--- config.mk ---
export PLATFORM = sky130hd
export DESIGN_NAME = fo_arbiter_flat
export DESIGN_NICKNAME = d
export VERILOG_FILES = /design/src/rtl/fo_arbiter_if.sv /design/src/rtl/fo_arbiter.sv /design/src/flat_wrapper.sv
export SDC_FILE = /design/constraint.sdc
export NUM_CORES = 1
export LEC_CHECK = 0
export BUFFER_PORTS_ARGS = -buffer_cell sky130_fd_sc_hd__buf_2
export CORE_AREA = 2 2 199 201
export DETAILED_ROUTE_END_ITERATION = 16
export DIE_AREA = 0 0 201 203
export PLACE_DENSITY = 0.35
export SYNTH_ARGS = -nofsm -noshare
export SYNTH_HDL_FRONTEND = slang
export SYNTH_SLANG_ARGS = --single-unit
--- constraint.sdc ---
create_clock -name clk -period 2.62 [get_ports clk]
set_input_delay 0 -clock clk [delete_from_list [all_inputs] [get_ports clk]]
set_output_delay 0 -clock clk [all_outputs]
set_load 0.05 [all_outputs]
--- src/rtl/fo_arbiter_if.sv ---
// -----------------------------------------------------------------------------
// fo_arbiter_if
// Bundles the requester-side and core-side signals of fo_arbiter.
//   slave  : the arbiter's view (requests and core results in, grants,
//            core issue, responses and status out)
//   master : the environment's view (requesters plus FO core)
// Requester k occupies slice k of every packed per-requester bus:
//   req_plain_i [32k+31:32k], req_key_I_i [48k+47:48k], req_key_O_i [64k+63:64k]
// -----------------------------------------------------------------------------
interface fo_arbiter_if #(
    parameter int NREQ  = 2,
    parameter int DEPTH = 4
);
    localparam int CW = $clog2(DEPTH) + 1;

    // requester side
    logic [NREQ-1:0]    req_valid_i;
    logic [NREQ*32-1:0] req_plain_i;
    logic [NREQ*48-1:0] req_key_I_i;
    logic [NREQ*64-1:0] req_key_O_i;
    logic [NREQ-1:0]    req_ready_o;
    logic [NREQ-1:0]    rsp_valid_o;
    logic [31:0]        rsp_sypher_o;

    // FO core side
    logic               fo_valid_o;
    logic [31:0]        fo_plain_o;
    logic [47:0]        fo_key_I_o;
    logic [63:0]        fo_key_O_o;
    logic               fo_ready_i;
    logic               fo_valid_i;
    logic [31:0]        fo_sypher_i;

    // status
    logic [CW-1:0]      outstanding_o;
    logic               err_o;

    modport slave (
        input  req_valid_i, req_plain_i, req_key_I_i, req_key_O_i,
        input  fo_ready_i, fo_valid_i, fo_sypher_i,
        output req_ready_o, rsp_valid_o, rsp_sypher_o,
        output fo_valid_o, fo_plain_o, fo_key_I_o, fo_key_O_o,
        output outstanding_o, err_o
    );

    modport master (
        output req_valid_i, req_plain_i, req_key_I_i, req_key_O_i,
        output fo_ready_i, fo_valid_i, fo_sypher_i,
        input  req_ready_o, rsp_valid_o, rsp_sypher_o,
        input  fo_valid_o, fo_plain_o, fo_key_I_o, fo_key_O_o,
        input  outstanding_o, err_o
    );
endinterface

--- src/rtl/fo_arbiter.sv ---
// -----------------------------------------------------------------------------
// fo_arbiter
// Round-robin arbiter sharing one FO datapath core between NREQ requesters.
// One request per cycle is forwarded combinationally to the core over its
// valid/ready handshake; the owner of every accepted request is queued in a
// tag FIFO, and each core result is routed back to that owner one registered
// cycle later. The block performs no computation on the data.
//
// Ports
//   clk      : clock, rising edge
//   aresetn  : asynchronous active-low reset
//   bus      : fo_arbiter_if.slave
//     req_valid_i/req_plain_i/req_key_I_i/req_key_O_i : requests in
//     req_ready_o   : one-hot accept to the granted requester
//     rsp_valid_o   : one-hot result strobe, rsp_sypher_o shared result word
//     fo_valid_o/fo_plain_o/fo_key_I_o/fo_key_O_o     : issue to core
//     fo_ready_i, fo_valid_i, fo_sypher_i             : core handshake/result
//     outstanding_o : operations in flight
//     err_o         : sticky, core result seen with no outstanding tag
// -----------------------------------------------------------------------------
module fo_arbiter #(
    parameter int NREQ  = 2,
    parameter int DEPTH = 4,
    parameter int IDW   = $clog2(NREQ)
) (
    input  logic        clk,
    input  logic        aresetn,
    fo_arbiter_if.slave bus
);
    localparam int AW = $clog2(DEPTH);
    localparam int CW = AW + 1;

    // (base + off) mod NREQ for base < NREQ and off < NREQ
    function automatic logic [IDW-1:0] wrap_add(input logic [IDW-1:0] base,
                                                 input int unsigned   off);
        int unsigned sum;
        sum = {{(32-IDW){1'b0}}, base} + off;
        if (sum >= unsigned'(NREQ)) begin
            sum = sum - unsigned'(NREQ);
        end
        return sum[IDW-1:0];
    endfunction

    logic [IDW-1:0]  rr_ptr;
    logic [IDW-1:0]  gnt_id;
    logic            any_vld;
    logic            full;
    logic            empty;
    logic            issue;
    logic            hs;
    logic            pop;
    logic            spurious;

    logic [IDW-1:0]  tag_mem [DEPTH];
    logic [AW-1:0]   wr_ptr;
    logic [AW-1:0]   rd_ptr;
    logic [CW-1:0]   count;
    logic            err_q;

    logic [NREQ-1:0] req_ready;
    logic [31:0]     fo_plain;
    logic [47:0]     fo_key_I;
    logic [63:0]     fo_key_O;

    logic [NREQ-1:0] rsp_vld_p1;
    logic [31:0]     rsp_data_p1;

    // ---- stage p0: grant and combinational issue to the core ----

    // First valid requester at or above rr_ptr, wrapping modulo NREQ.
    always_comb begin
        any_vld = 1'b0;
        gnt_id  = '0;
        for (int i = 0; i < NREQ; i++) begin
            if (!any_vld && bus.req_valid_i[wrap_add(rr_ptr, unsigned'(i))]) begin
                any_vld = 1'b1;
                gnt_id  = wrap_add(rr_ptr, unsigned'(i));
            end
        end
    end

    assign full     = (count == CW'(DEPTH));
    assign empty    = (count == '0);
    // Gating with aresetn keeps every combinational output at 0 during reset.
    // Full is judged on the registered count, so a pop in the same cycle
    // cannot open a slot until the next cycle.
    assign issue    = any_vld & ~full & aresetn;
    assign hs       = issue & bus.fo_ready_i;
    assign pop      = bus.fo_valid_i & ~empty;
    assign spurious = bus.fo_valid_i & empty;

    always_comb begin
        fo_plain  = '0;
        fo_key_I  = '0;
        fo_key_O  = '0;
        req_ready = '0;
        for (int i = 0; i < NREQ; i++) begin
            if (issue && (IDW'(i) == gnt_id)) begin
                fo_plain = bus.req_plain_i[32*i +: 32];
                fo_key_I = bus.req_key_I_i[48*i +: 48];
                fo_key_O = bus.req_key_O_i[64*i +: 64];
                req_ready[i] = bus.fo_ready_i;
            end
        end
    end

    assign bus.fo_valid_o  = issue;
    assign bus.fo_plain_o  = fo_plain;
    assign bus.fo_key_I_o  = fo_key_I;
    assign bus.fo_key_O_o  = fo_key_O;
    assign bus.req_ready_o = req_ready;

    // Tag storage carries no reset: an entry is only read after being written.
    always_ff @(posedge clk) begin
        if (hs) begin
            tag_mem[wr_ptr] <= gnt_id;
        end
    end

    // ---- stage p1: registered control, tag FIFO and response ----
    always_ff @(posedge clk or negedge aresetn) begin
        if (!aresetn) begin
            rr_ptr      <= '0;
            wr_ptr      <= '0;
            rd_ptr      <= '0;
            count       <= '0;
            err_q       <= 1'b0;
            rsp_vld_p1  <= '0;
            rsp_data_p1 <= '0;
        end else begin
            if (hs) begin
                rr_ptr <= wrap_add(gnt_id, 1);
                wr_ptr <= wr_ptr + AW'(1);
            end
            if (pop) begin
                rd_ptr <= rd_ptr + AW'(1);
            end

            unique case ({hs, pop})
                2'b10:   count <= count + CW'(1);
                2'b01:   count <= count - CW'(1);
                default: count <= count;
            endcase

            if (spurious) begin
                err_q <= 1'b1;
            end

            // Single-cycle strobe to the owner; the result word holds
            // between responses.
            rsp_vld_p1 <= '0;
            if (pop) begin
                rsp_vld_p1[tag_mem[rd_ptr]] <= 1'b1;
                rsp_data_p1                 <= bus.fo_sypher_i;
            end
        end
    end

    assign bus.rsp_valid_o   = rsp_vld_p1;
    assign bus.rsp_sypher_o  = rsp_data_p1;
    assign bus.outstanding_o = count;
    assign bus.err_o         = err_q;

endmodule

--- src/flat_wrapper.sv ---
// flat-port wrapper written by rule: the top's interface ports become plain ports
module fo_arbiter_flat 
#(
    parameter int NREQ  = 2,
    parameter int DEPTH = 4,
    parameter int IDW   = $clog2(NREQ)
)
  (clk, aresetn, bus_req_valid_i, bus_req_plain_i, bus_req_key_I_i, bus_req_key_O_i, bus_fo_ready_i, bus_fo_valid_i, bus_fo_sypher_i, bus_req_ready_o, bus_rsp_valid_o, bus_rsp_sypher_o, bus_fo_valid_o, bus_fo_plain_o, bus_fo_key_I_o, bus_fo_key_O_o, bus_outstanding_o, bus_err_o);
  fo_arbiter_if #(.NREQ(NREQ), .DEPTH(DEPTH)) bus_i ();
  input  logic clk;
  input  logic aresetn;
  input wire logic [$bits(bus_i.req_valid_i)-1:0] bus_req_valid_i;
  input wire logic [$bits(bus_i.req_plain_i)-1:0] bus_req_plain_i;
  input wire logic [$bits(bus_i.req_key_I_i)-1:0] bus_req_key_I_i;
  input wire logic [$bits(bus_i.req_key_O_i)-1:0] bus_req_key_O_i;
  input wire logic [$bits(bus_i.fo_ready_i)-1:0] bus_fo_ready_i;
  input wire logic [$bits(bus_i.fo_valid_i)-1:0] bus_fo_valid_i;
  input wire logic [$bits(bus_i.fo_sypher_i)-1:0] bus_fo_sypher_i;
  output wire logic [$bits(bus_i.req_ready_o)-1:0] bus_req_ready_o;
  output wire logic [$bits(bus_i.rsp_valid_o)-1:0] bus_rsp_valid_o;
  output wire logic [$bits(bus_i.rsp_sypher_o)-1:0] bus_rsp_sypher_o;
  output wire logic [$bits(bus_i.fo_valid_o)-1:0] bus_fo_valid_o;
  output wire logic [$bits(bus_i.fo_plain_o)-1:0] bus_fo_plain_o;
  output wire logic [$bits(bus_i.fo_key_I_o)-1:0] bus_fo_key_I_o;
  output wire logic [$bits(bus_i.fo_key_O_o)-1:0] bus_fo_key_O_o;
  output wire logic [$bits(bus_i.outstanding_o)-1:0] bus_outstanding_o;
  output wire logic [$bits(bus_i.err_o)-1:0] bus_err_o;
  assign bus_i.req_valid_i = bus_req_valid_i;
  assign bus_i.req_plain_i = bus_req_plain_i;
  assign bus_i.req_key_I_i = bus_req_key_I_i;
  assign bus_i.req_key_O_i = bus_req_key_O_i;
  assign bus_i.fo_ready_i = bus_fo_ready_i;
  assign bus_i.fo_valid_i = bus_fo_valid_i;
  assign bus_i.fo_sypher_i = bus_fo_sypher_i;
  assign bus_req_ready_o = bus_i.req_ready_o;
  assign bus_rsp_valid_o = bus_i.rsp_valid_o;
  assign bus_rsp_sypher_o = bus_i.rsp_sypher_o;
  assign bus_fo_valid_o = bus_i.fo_valid_o;
  assign bus_fo_plain_o = bus_i.fo_plain_o;
  assign bus_fo_key_I_o = bus_i.fo_key_I_o;
  assign bus_fo_key_O_o = bus_i.fo_key_O_o;
  assign bus_outstanding_o = bus_i.outstanding_o;
  assign bus_err_o = bus_i.err_o;
  fo_arbiter #(.NREQ(NREQ), .DEPTH(DEPTH), .IDW(IDW)) u_core (.clk(clk), .aresetn(aresetn), .bus(bus_i));
endmodule
==> results.md, run 1 <==
* Commonest non-fill, non-tap cell in the layout: buf_2
* Synth async-reset ratio at 91.5%
* Wire length on met3 at ~1900 µm
* Number of vias per cell at roughly 4.4
* Max layer used: met4
* Power density of the placed cells at between 700 and 800 nW/µm²
* Minimum clock period at ~2.3 ns
* Fin. max-slew vios at 0
* WL/cell at 18.4 µm
* Antenna violations before repair at 3
* Reg2reg path depth at 9
* Root Buffer: clkbuf_16
* Mean Syn Cell Area at just under 8 µm²
* Share of cells above drive strength 1 at between 50% and 60%
* HP Class: in -> reg
* Least-Margin Pin Slew at just under 1 ns
* Final ANT Viol Nets at 0
* Rows at 72
* Clk Latency, worst-skew pair at roughly 0.28 ns
* Synthesized Nets at 987
* Status: completed
* Worst clock skew at roughly 0.0050 ns
* Gr ovfl total at 0
* Worst-path fanout max at 30
* Primary FF master, synth: dfrtp_1
* Cell depth of the worst setup path at 5
* TritonRoute pass-1 iters at 5
* Fmax achieved at 436 MHz
* CTS tree: built
* Met1 wire length at approximately 13000 µm
* Crit-path cells: nor3b_2, or2_4, buf_12, a21oi_1, buf_2
* Reg clk slew, reported paths at ~0.07 ns
* CTS Sinks at 47
* CP top delay family: simple AND/OR/NAND/NOR gates
* Final setup viols at 0
* Yosys warnings at 0
* Fin worst setup slack at 0.324 ns
* Worst Setup Slack post-DPL at about 0.58 ns
* Max incr delay on CP at 0.61 ns
* Vias in the first global route at about 7000
* RSZ-0062 raised after global routing: no
* DR WL met2 at 15600 µm
* Fin Setup TNS at 0 ns
* Routability cong. at between 0.8 and 0.9
* Core Area at around 38000 µm²
* Cell variety after synth at 31
* Starting Density at between 10 and 15%
* Routed wire length at a little over 30000 µm
* Gate Count Post-Synth at between 600 and 700
* Via count at just over 7000
* Final Net Count at 1457
* Worst hold stages at 5
* Fin. Hold Viols at 0
* Initial DRC count at between 500 and 600
* Pin count of the biggest net entering global routing at 146
* First-pass GRT wire length at ~45000 µm
* Cells resized by post-CTS repair at 0
* Crit start category: flip-flop
* CTS Buffer Depth at 2
* Detail Placement HPWL at between 20000 and 25000 µm
* IO Count at 511
* Die Y at 203 µm
* CTS H-tree lvls at 2
* DRC Markers at 0
* Max_cap viols at 0
* Area Growth Syn to Fin at 67.6%
* Final non-filler cell total at 1646
* CTS Buf Count at 5
* Crit path buffers/inverters at 2
* CP max stage cell: or2_4
* Inst Count DP at 1602
* Commonest non-fill, non-tap cells in the layout: buf_2 (508), o211ai_1 (145), o21ai_0 (145)
* Slew margin rel. at 35.7%
* Die Wd at around 200 µm
* Synth Register Bits at 47
* Critical Path RT at 2.62 ns
* Crit path capture type: primary output
* Arr. time, crit path at approximately 2.3 ns
* PortBufs at slightly above 500
* Post-synthesis sequential area ratio at 23.0%
* Max rail drop VDD at approximately 0.00045 V
* Number of flops mapped to enable cells by yosys at 4
* Mapped Area at 5190 µm²
* Total GRT Usage at 13.8%
* Part of the cycle the worst path needs at 87.6%
* Static leakage at between 3 and 4 nW
* WS Path Type: reg -> out
* DIE AREA at 40800 µm²
## metrics by stage
stage / power, W / util [%] / hold WS [ns] / cell area (µm²)
finish: 0.00658 / 22.6 / 0.348 / 8710
global route: 0.00698 / 22.6 / 0.416 / 8710
CTS: 0.00668 / 22.6 / 0.381 / 8700
detailed placement: 0.00595 / 21.3 / 0.194 / 8210
global placement: 0.00597 / 21.3 / 0.222 / 8210
floorplan: 0.00468 / - / -0.296 / 5190
## cells by family (layout without fill, tap and decap cells)
| group | count (synthesis) | count (layout) | share of synthesized area [%] |
|---|---|---|---|
| AO/OA/AOI/OAI | 436 | 436 | 52.7 |
| flip-flops | 47 | 47 | 23.0 |
| adder cells (fa/ha/maj) | 6 | 6 | 1.59 |
| multiplexers | 36 | 36 | 9.78 |
| buffers and inverters | 108 | 579 | 10.0 |
| AND/OR/NAND/NOR | 16 | 16 | 1.88 |
| other | 0 | 2 | 0 |
| XOR/XNOR | 6 | 6 | 1.01 |
## synth_stat cells, types with 2 or more instances
cell / number / area share [%]
a21oi_1: 95 / 9.2
a21oi_2: 49 / 8.3
and2_1: 6 / 0.72
buf_2: 12 / 1.2
buf_4: 3 / 0.43
buf_6: 12 / 2.6
clkbuf_1: 71 / 5.1
dfrtp_1: 43 / 21
edfxtp_1: 4 / 2.3
ha_1: 5 / 1.2
inv_1: 8 / 0.58
inv_2: 2 / 0.14
mux2_2: 8 / 1.7
mux2_4: 25 / 7.2
mux2i_1: 2 / 0.39
nor2_1: 2 / 0.14
nor3_1: 2 / 0.19
o211ai_1: 145 / 21
o21ai_0: 145 / 14
xnor2_1: 3 / 0.51
xor2_1: 3 / 0.51
## final cells by class
| cell class | count | area, µm² |
|---|---|---|
| clock buffers | 6 | 139 |
| diodes | 2 | 5.00 |
| inverters | 10 | 42.5 |
| flip-flops and latches | 47 | 1200 |
| fillers | 4366 | 29800 |
| well taps | 518 | 648 |
| repair buffers | 561 | 3180 |
| clock inverters | 2 | 15.0 |
| multi-input cells | 500 | 3480 |
## routing by layer
metal	up-vias	GRT usage [%]
li1	3437	-
met1	3400	17.7
met2	310	24.7
met3	18	2.41
met4	0	1.61
met5	-	0
## worst paths after layout
kind	start	to	slack (ns)
setup reg to reg	u_core.bus.outstanding_o[1]	u_core.bus.outstanding_o[2]	0.66
hold reg to reg	u_core.bus.err_o	u_core.bus.err_o	0.48
min in group asynchronous	aresetn	u_core.bus.rsp_sypher_o[27]	0.44
hold / removal	bus_fo_ready_i	u_core.wr_ptr[0]	0.35
max in group asynchronous	aresetn	u_core.rr_ptr	1.75
setup / recovery	u_core.bus.outstanding_o[1]	bus_fo_plain_o[31]	0.32
## worst register-to-register path: stages, from the launching register on
cell	delay, ns
dfrtp_1	0.44
nor3b_2	0.29
nor2_2	0.08
inv_1	0.07
ha_1	0.17
inv_1	0.06
fa_1	0.37
xor2_1	0.15
nor2_1	0.11
xor2_1	0.15
## what timing repair did
action | in CTS | in global routing
hold buffers | 34 | 0
endpoints found under the hold margin | 76 | 0
buffers inserted | 0 | 0
## report_power, final
group	internal, W	switching [W]	total [W]
Combinational	0.00131	0.00347	0.00478
Clock	0.000382	0.000278	0.000660
Sequential	0.000986	0.000153	0.00114
## state kept, by name, indices dropped and copies added (netlist names)
signal	count
u_core.bus.err_o	1
u_core.bus.outstanding_o	3
u_core.bus.rsp_sypher_o	32
u_core.bus.rsp_valid_o	2
u_core.rd_ptr	2
u_core.rr_ptr	1
u_core.tag_mem	4
u_core.wr_ptr	2
No activity file was read; power rests on OpenSTA's default activity.
==> run 2, diff against run 1 <==
--- a/config.mk
+++ b/config.mk
@@ -5,11 +5,12 @@
 export SDC_FILE = /design/constraint.sdc
 export NUM_CORES = 1
 export LEC_CHECK = 0
+export ABC_AREA = 1
 export BUFFER_PORTS_ARGS = -buffer_cell sky130_fd_sc_hd__buf_2
 export CORE_AREA = 2 2 199 201
 export DETAILED_ROUTE_END_ITERATION = 16
 export DIE_AREA = 0 0 201 203
-export PLACE_DENSITY = 0.35
+export PLACE_DENSITY = 0.34
 export SYNTH_ARGS = -nofsm -noshare
 export SYNTH_HDL_FRONTEND = slang
 export SYNTH_SLANG_ARGS = --single-unit
==> constraint.sdc (replaced) <==
create_clock -name clk -period 2.2 [get_ports clk]
set_input_delay 0 -clock clk [delete_from_list [all_inputs] [get_ports clk]]
set_output_delay 0 -clock clk [all_outputs]
set_load 0.05 [all_outputs]
==> run 2 against run 1 <==
Net effect: total power increased by 27%; final cell count increased by 6.0%; synthesized cell count increased by 14%; register-to-register slack got worse by 0.38 ns; utilization decreased by 0.78 points; synthesized area decreased by 5.7%; clock power increased by 37%; first-iteration DRC count decreased by 21%; critical path type unchanged.
==> results.md, run 2 <==
* Primary FF master, synth: dfrtp_1
* Root Buffer: clkbuf_16
* Yosys warnings at 0
* CTS Sinks at 47
* Mean Syn Cell Area at ~6.6 µm²
* CTS Buffer Depth at 2
* Max_cap viols at 0
* Fmax achieved at approximately 490 MHz
* CTS tree: built
* Max rail drop VDD at around 0.00066 V
* Max incr delay on CP at 0.38 ns
* Core Area at slightly below 40000 µm²
* FF-to-FF Start: u_core.bus.outstanding_o[1]
* Final Net Count at about 1600
* Initial DRC count at 432
* Vias in the first global route at between 7000 and 8000
* Synth Register Bits at 47
* Rows at around 70
* WL/cell at about 16 µm
* Synth top cells by count: nand4_1 (291), nand2_1 (259), buf_2 (71)
* Die Wd at approximately 200 µm
* Slew margin rel. at between 50% and 60%
* Share of cells above drive strength 1 at ~45%
* Fin. max-slew vios at 0
* TritonRoute pass-1 iters at 5
* DIE AREA at about 40000 µm²
* Hold WS at approximately 0.021 ns
* Min-delay src: bus_fo_ready_i
* Most common cell in the synthesized netlist: nand4_1
* CP max stage cell: dfrtp_1
* Max reg flops at 32
* Minimum clock period at slightly above 2 ns
* Fin Setup TNS at 0 ns
* Power density of the placed cells at 995 nW/µm²
* WS Path Type: reg -> out
* CTS H-tree lvls at 2
* Commonest non-fill, non-tap cells in the layout: buf_2 (507), nand4_1 (291), nand2_1 (258)
* Post-synthesis sequential area ratio at between 20% and 30%
* Synth async-reset ratio at between 90% and 100%
* Clk Latency, worst-skew pair at a little under 0.3 ns
* Cell taking the most area after synthesis: nand4_1
* Via count at between 7000 and 8000
* Cell variety after synth at 25
* IO Count at between 500 and 600
* Final ANT Viol Nets at 0
* HP Class: in -> reg
* Routed wire length at about 28000 µm
* CP top delay family: buffers and inverters
* Commonest non-fill, non-tap cell in the layout: buf_2
* Die Y at 203 µm
* Static leakage at between 4 and 5 nW
* Top post-synthesis cells by area: nand4_1 (37%), dfrtp_1 (22%), nand2_1 (20%)
* Gr ovfl total at 0
* Area Growth Syn to Fin at 71.6%
* Reg clk slew, reported paths at 0.07 ns
* Synthesized Nets at 1078
* Crit path buffers/inverters at 4
* Antenna violations before repair at 8
* Fin worst setup slack at around 0.14 ns
* Mapped Area at slightly below 5000 µm²
* Synth top area share at 37.2%
* Number of flops mapped to enable cells by yosys at 4
* Part of the cycle the worst path needs at between 90% and 100%
* Crit path capture type: primary output
* PortBufs at 510
* First-pass GRT wire length at roughly 40000 µm
* Starting Density at between 10% and 20%
* Arr. time, crit path at roughly 2.1 ns
* Gate Count Post-Synth at ~750
* Detail Placement HPWL at 21200 µm
* DRC Markers at 0
* RSZ-0062 raised after global routing: no
* Worst Setup Slack post-DPL at 0.259 ns
* Crit-path cells: inv_1, nand2_1, nand2_4, buf_12, buf_12, nand4_1, nand2_1, buf_2
* Number of vias per cell at 4.22
* Worst-path fanout max at 22
* Critical Path RT at approximately 2.2 ns
* Crit start category: flip-flop
* Post-CTS Setup Inserts at 0
* Worst clock skew at slightly above 0.005 ns
* Least-Margin Pin Slew at around 0.67 ns
* Final setup viols at 0
* Routability cong. at roughly 0.79
* Fin. Hold Viols at 0
* CTS Buf Count at 5
* Status: completed
* Critical path startpoint: u_core.rr_ptr
* Pin count of the biggest net entering global routing at between 100 and 150
* Total GRT Usage at around 12%
-- run 2: cell types whose count changed after synthesis, sizes merged, moves of 74 or more --
cell | before | now
o21ai | 145 | 2
a21oi | 144 | 2
nand2 | 1 | 260
o211ai | 145 | 0
buf | 27 | 101
nand4 | 0 | 291
-- run 2: metrics by stage --
step                      total power [W]  util, %  cells  area [µm²]
final                             0.00836     21.9   1744        8410
after global routing              0.00893     21.9   1744        8410
after CTS                         0.00846     21.8   1739        8380
after detailed placement          0.00747     20.4   1697        7860
after global placement            0.00750     20.4   1697        7860
after floorplan                   0.00591        -    746        4900
-- run 2: cells by family (layout without fill, tap and decap cells) --
group / count (synthesis) / after routing / synth area share (%)
flops: 47 / 47 / 24.4
other cells: 0 / 5 / 0
xor+xnor: 4 / 4 / 0.715
compound gates: 6 / 6 / 0.741
buf+inv: 119 / 594 / 13.8
simple gates: 564 / 564 / 58.6
fa+ha+maj: 6 / 6 / 1.69
-- run 2: path summary, 6_finish.rpt --
check                                         endpoint  slack [ns]  cells past startpoint
min in group asynchronous   u_core.bus.rsp_sypher_o[0]        0.37                      3
min reg2reg                           u_core.bus.err_o        0.47                      1
max reg2reg                u_core.bus.outstanding_o[2]        0.28                      9
max                                 bus_fo_plain_o[13]        0.14                      8
min                                   u_core.wr_ptr[1]        0.02                      3
max in group asynchronous  u_core.bus.outstanding_o[2]        1.41                      3
-- run 2: cell type report --
cell class	instances	area (µm²)
Fill cell	4473	30100
Timing Repair Buffer	570	3260
Multi-Input combinational cell	580	3060
Sequential cell	47	1200
Tap cell	518	648
Clock buffer	6	139
Inverter	16	60.1
Clock inverter	2	35.0
Antenna cell	5	12.5
-- run 2: what timing repair did --
item | 4_1_cts | 5_1_grt
endpoints found under the setup margin | 0 | 7
hold buffers | 34 | 0
endpoints found under the hold margin | 76 | 0
gates resized for setup | 0 | 5
-- run 2: metal layers --
metal / track usage [%] / vias up / share of wire, %
met5: 0 / - / 0.086
met4: 2.86 / 4 / 1.1
met1: 14.4 / 3354 / 39
li1: - / 3680 / -
met3: 2.70 / 24 / 6.7
met2: 23.3 / 290 / 53
-- run 2: worst min-delay path, cell delays in order --
cell and delay, ns:
buf_2 0.13, nand4_1 0.09, nand2_1 0.05
-- run 2: report_power, final --
group          switching [W]  internal, W  total, W
clock               0.000336     0.000566  0.000901
combinational        0.00466      0.00142   0.00609
sequential          0.000190      0.00119   0.00138
total                0.00519      0.00318   0.00836
==> run 3, diff against run 2 <==
--- a/config.mk
+++ b/config.mk
@@ -5,12 +5,11 @@
 export SDC_FILE = /design/constraint.sdc
 export NUM_CORES = 1
 export LEC_CHECK = 0
-export ABC_AREA = 1
 export BUFFER_PORTS_ARGS = -buffer_cell sky130_fd_sc_hd__buf_2
 export CORE_AREA = 2 2 199 201
 export DETAILED_ROUTE_END_ITERATION = 16
 export DIE_AREA = 0 0 201 203
-export PLACE_DENSITY = 0.34
+export PLACE_DENSITY = 0.35
 export SYNTH_ARGS = -nofsm -noshare
 export SYNTH_HDL_FRONTEND = slang
 export SYNTH_SLANG_ARGS = --single-unit
==> run 3 against run 2 <==
Net effect: via count is 1.4% lower; first-iteration DRC count is 26% higher; register-to-register slack worse by 0.07 ns; design area is 5.6% higher; hold slack better by 0.31 ns; non-clock buffer count is 6 higher; clock skew is 0.0010 ns higher.
==> results.md, run 3 (same netlist as run 1, synthesis figures left out) <==
* Final setup viols at 0
* P_int at 0.00331 W
* Max_cap viols at 0
* DIE AREA at 40800 µm²
* Fmax achieved at around 470 MHz
* Commonest non-fill, non-tap cells in the layout: buf_2 (497), o211ai_1 (145), o21ai_0 (145)
* First-pass GRT wire length at between 40000 and 50000 µm
* Switching power at 0.00466 W
* Critical Path RT at between 2 and 2.5 ns
* DR WL met2 at 15000 µm
* Fin. max-slew vios at 0
* Initial DRC count at between 500 and 600
* Worst clock skew at 0.00607 ns
* Final ANT Viol Nets at 0
* Register Area at 1200 µm²
* Antenna violations before repair at 5
* Min-delay src: bus_fo_ready_i
* Crit path capture type: primary output
* Fin. Hold Viols at 0
* Die Wd at ~200 µm
* Reg clk slew, reported paths at 0.07 ns
* Crit start category: flip-flop
* Wire length on met3 at 2140 µm
* Root Buffer: clkbuf_16
* Clk Latency, worst-skew pair at ~0.29 ns
* CTS H-tree lvls at 2
* Die Y at 203 µm
* Pin count of the biggest net entering global routing at 109
* Clock power share at under 10%
* Layout fillers at roughly 4300
* Max rail drop VDD at between 0.0005 and 0.0006 V
* Routed wire length at between 30000 and 40000 µm
* Part of the cycle the worst path needs at between 90 and 100%
* WL/cell at roughly 18 µm
* Worst reg2reg endpoint: u_core.bus.outstanding_o[2]
* RSZ-0062 raised after global routing: no
* TritonRoute pass-1 iters at 7
* DRC Markers at 0
* Status: completed
* CTS Buf Count at 5
* WS Path Type: reg -> out
* Slew margin rel. at 62.2%
* Met1 wire length at 12200 µm
* Comb pwr share at 72.9%
* CTS Sinks at 47
* Total chip power at between 0.007 and 0.008 W
* Max reg flops at 32
* Static leakage at 4.02 nW
* Vias in the first global route at approximately 7100
* Worst hold stages at 5
* Number of vias per cell at roughly 4.4
* Core Area at about 38000 µm²
* Reg power frac at roughly 17%
* FF-to-FF Start: u_core.bus.outstanding_o[1]
* Area Growth Syn to Fin at 71.0%
* Max layer used: met4
* Fin Setup TNS at 0 ns
* Minimum clock period at about 2.1 ns
* Reg2reg path depth at 9
* Final Net Count at roughly 1500
* Detail Placement HPWL at between 20000 and 25000 µm
* Routability cong. at approximately 0.84
* Multi-input logic area at between 3000 and 4000 µm²
* PortBufs at ~500
* Hold path endpoint: u_core.wr_ptr[0]
* Rows at slightly above 70
* Starting Density at between 10% and 20%
* CTS Buffer Depth at 2
* Total GRT Usage at between 10% and 20%
* Share of cells above drive strength 1 at 56.6%
* Gr ovfl total at 0
* HP Class: in -> reg
* Commonest non-fill, non-tap cell in the layout: buf_2
* Power density of the placed cells at between 800 and 900 nW/µm²
* Via count at between 7000 and 8000
* Worst-path fanout max at 20
* IO Count at 511
* R2R Setup Slk at approximately 0.21 ns
* CTS tree: built
* Hold WS at 0.331 ns
* Arr. time, crit path at 2.11 ns
* Least-Margin Pin Slew at 0.567 ns
* Switching Fraction at about three fifths
run 3: repair_timing:
item,4_1_cts,5_1_grt
hold buffers,34,0
hold endpoints to repair,76,0
cloned,0,0
buffers inserted,0,1
resized for setup,4,11
setup endpoints to repair,11,54
run 3: cell type report:
type	count	share of cell area [%]
clock buffers	6	1.56
clock inverters	2	0.183
well taps	518	7.30
flip-flops and latches	47	13.6
multi-input cells	500	39.3
repair buffers	576	37.5
inverters	10	0.465
diodes	4	0.113
run 3: power by group through the flow:
| stage | combinational (W) | sequential (W) | clock (W) |
|---|---|---|---|
| 4_1_cts | 0.00585 | 0.00138 | 0.000824 |
| 3_5_place_dp | 0.00577 | 0.00139 | 0 |
| 5_1_grt | 0.00618 | 0.00142 | 0.000853 |
| 2_1_floorplan | 0.00339 | 0.00219 | 0 |
| 3_3_place_gp | 0.00584 | 0.00137 | 0 |
| 6_report | 0.00581 | 0.00137 | 0.000781 |
run 3: how the worst max path moves through the flow:
stage / from / to / slack (ns) / cells past startpoint
floorplan: u_core.bus.outstanding_o[0] / u_core.bus.outstanding_o[2] / 0.10 / 9
global placement: u_core.bus.outstanding_o[1] / u_core.bus.outstanding_o[2] / 0.18 / 9
detailed placement: u_core.bus.outstanding_o[1] / u_core.bus.outstanding_o[2] / 0.21 / 9
CTS: u_core.rr_ptr / bus_fo_plain_o[31] / 0.02 / 6
global route: u_core.bus.outstanding_o[2] / bus_fo_plain_o[7] / 0.02 / 5
finish: u_core.bus.outstanding_o[2] / bus_fo_plain_o[7] / 0.09 / 5
run 3: critical path, cell delays in order (launching register included):
cell	delay, ns
dfrtp_2	0.43
nor3b_2	0.19
or2_4	0.30
buf_4	0.23
a21oi_1	0.31
buf_2	0.35
run 3: per-stage QoR:
step                instance area, µm²  setup WS (ns)  std cells  utilization (%)
floorplan                         5200          0.102        655                -
global placement                  8310          0.181       1616             21.6
detailed placement                8310          0.206       1616             21.6
CTS                               8820         0.0176       1658             22.9
global route                      8880         0.0216       1663             23.1
finish                            8880         0.0885       1663             23.1
run 3: metal layers:
metal,up-vias,track usage [%]
li1,3479,-
met1,3389,17.0
met2,346,23.5
met3,37,2.73
met4,0,3.76
met5,-,0
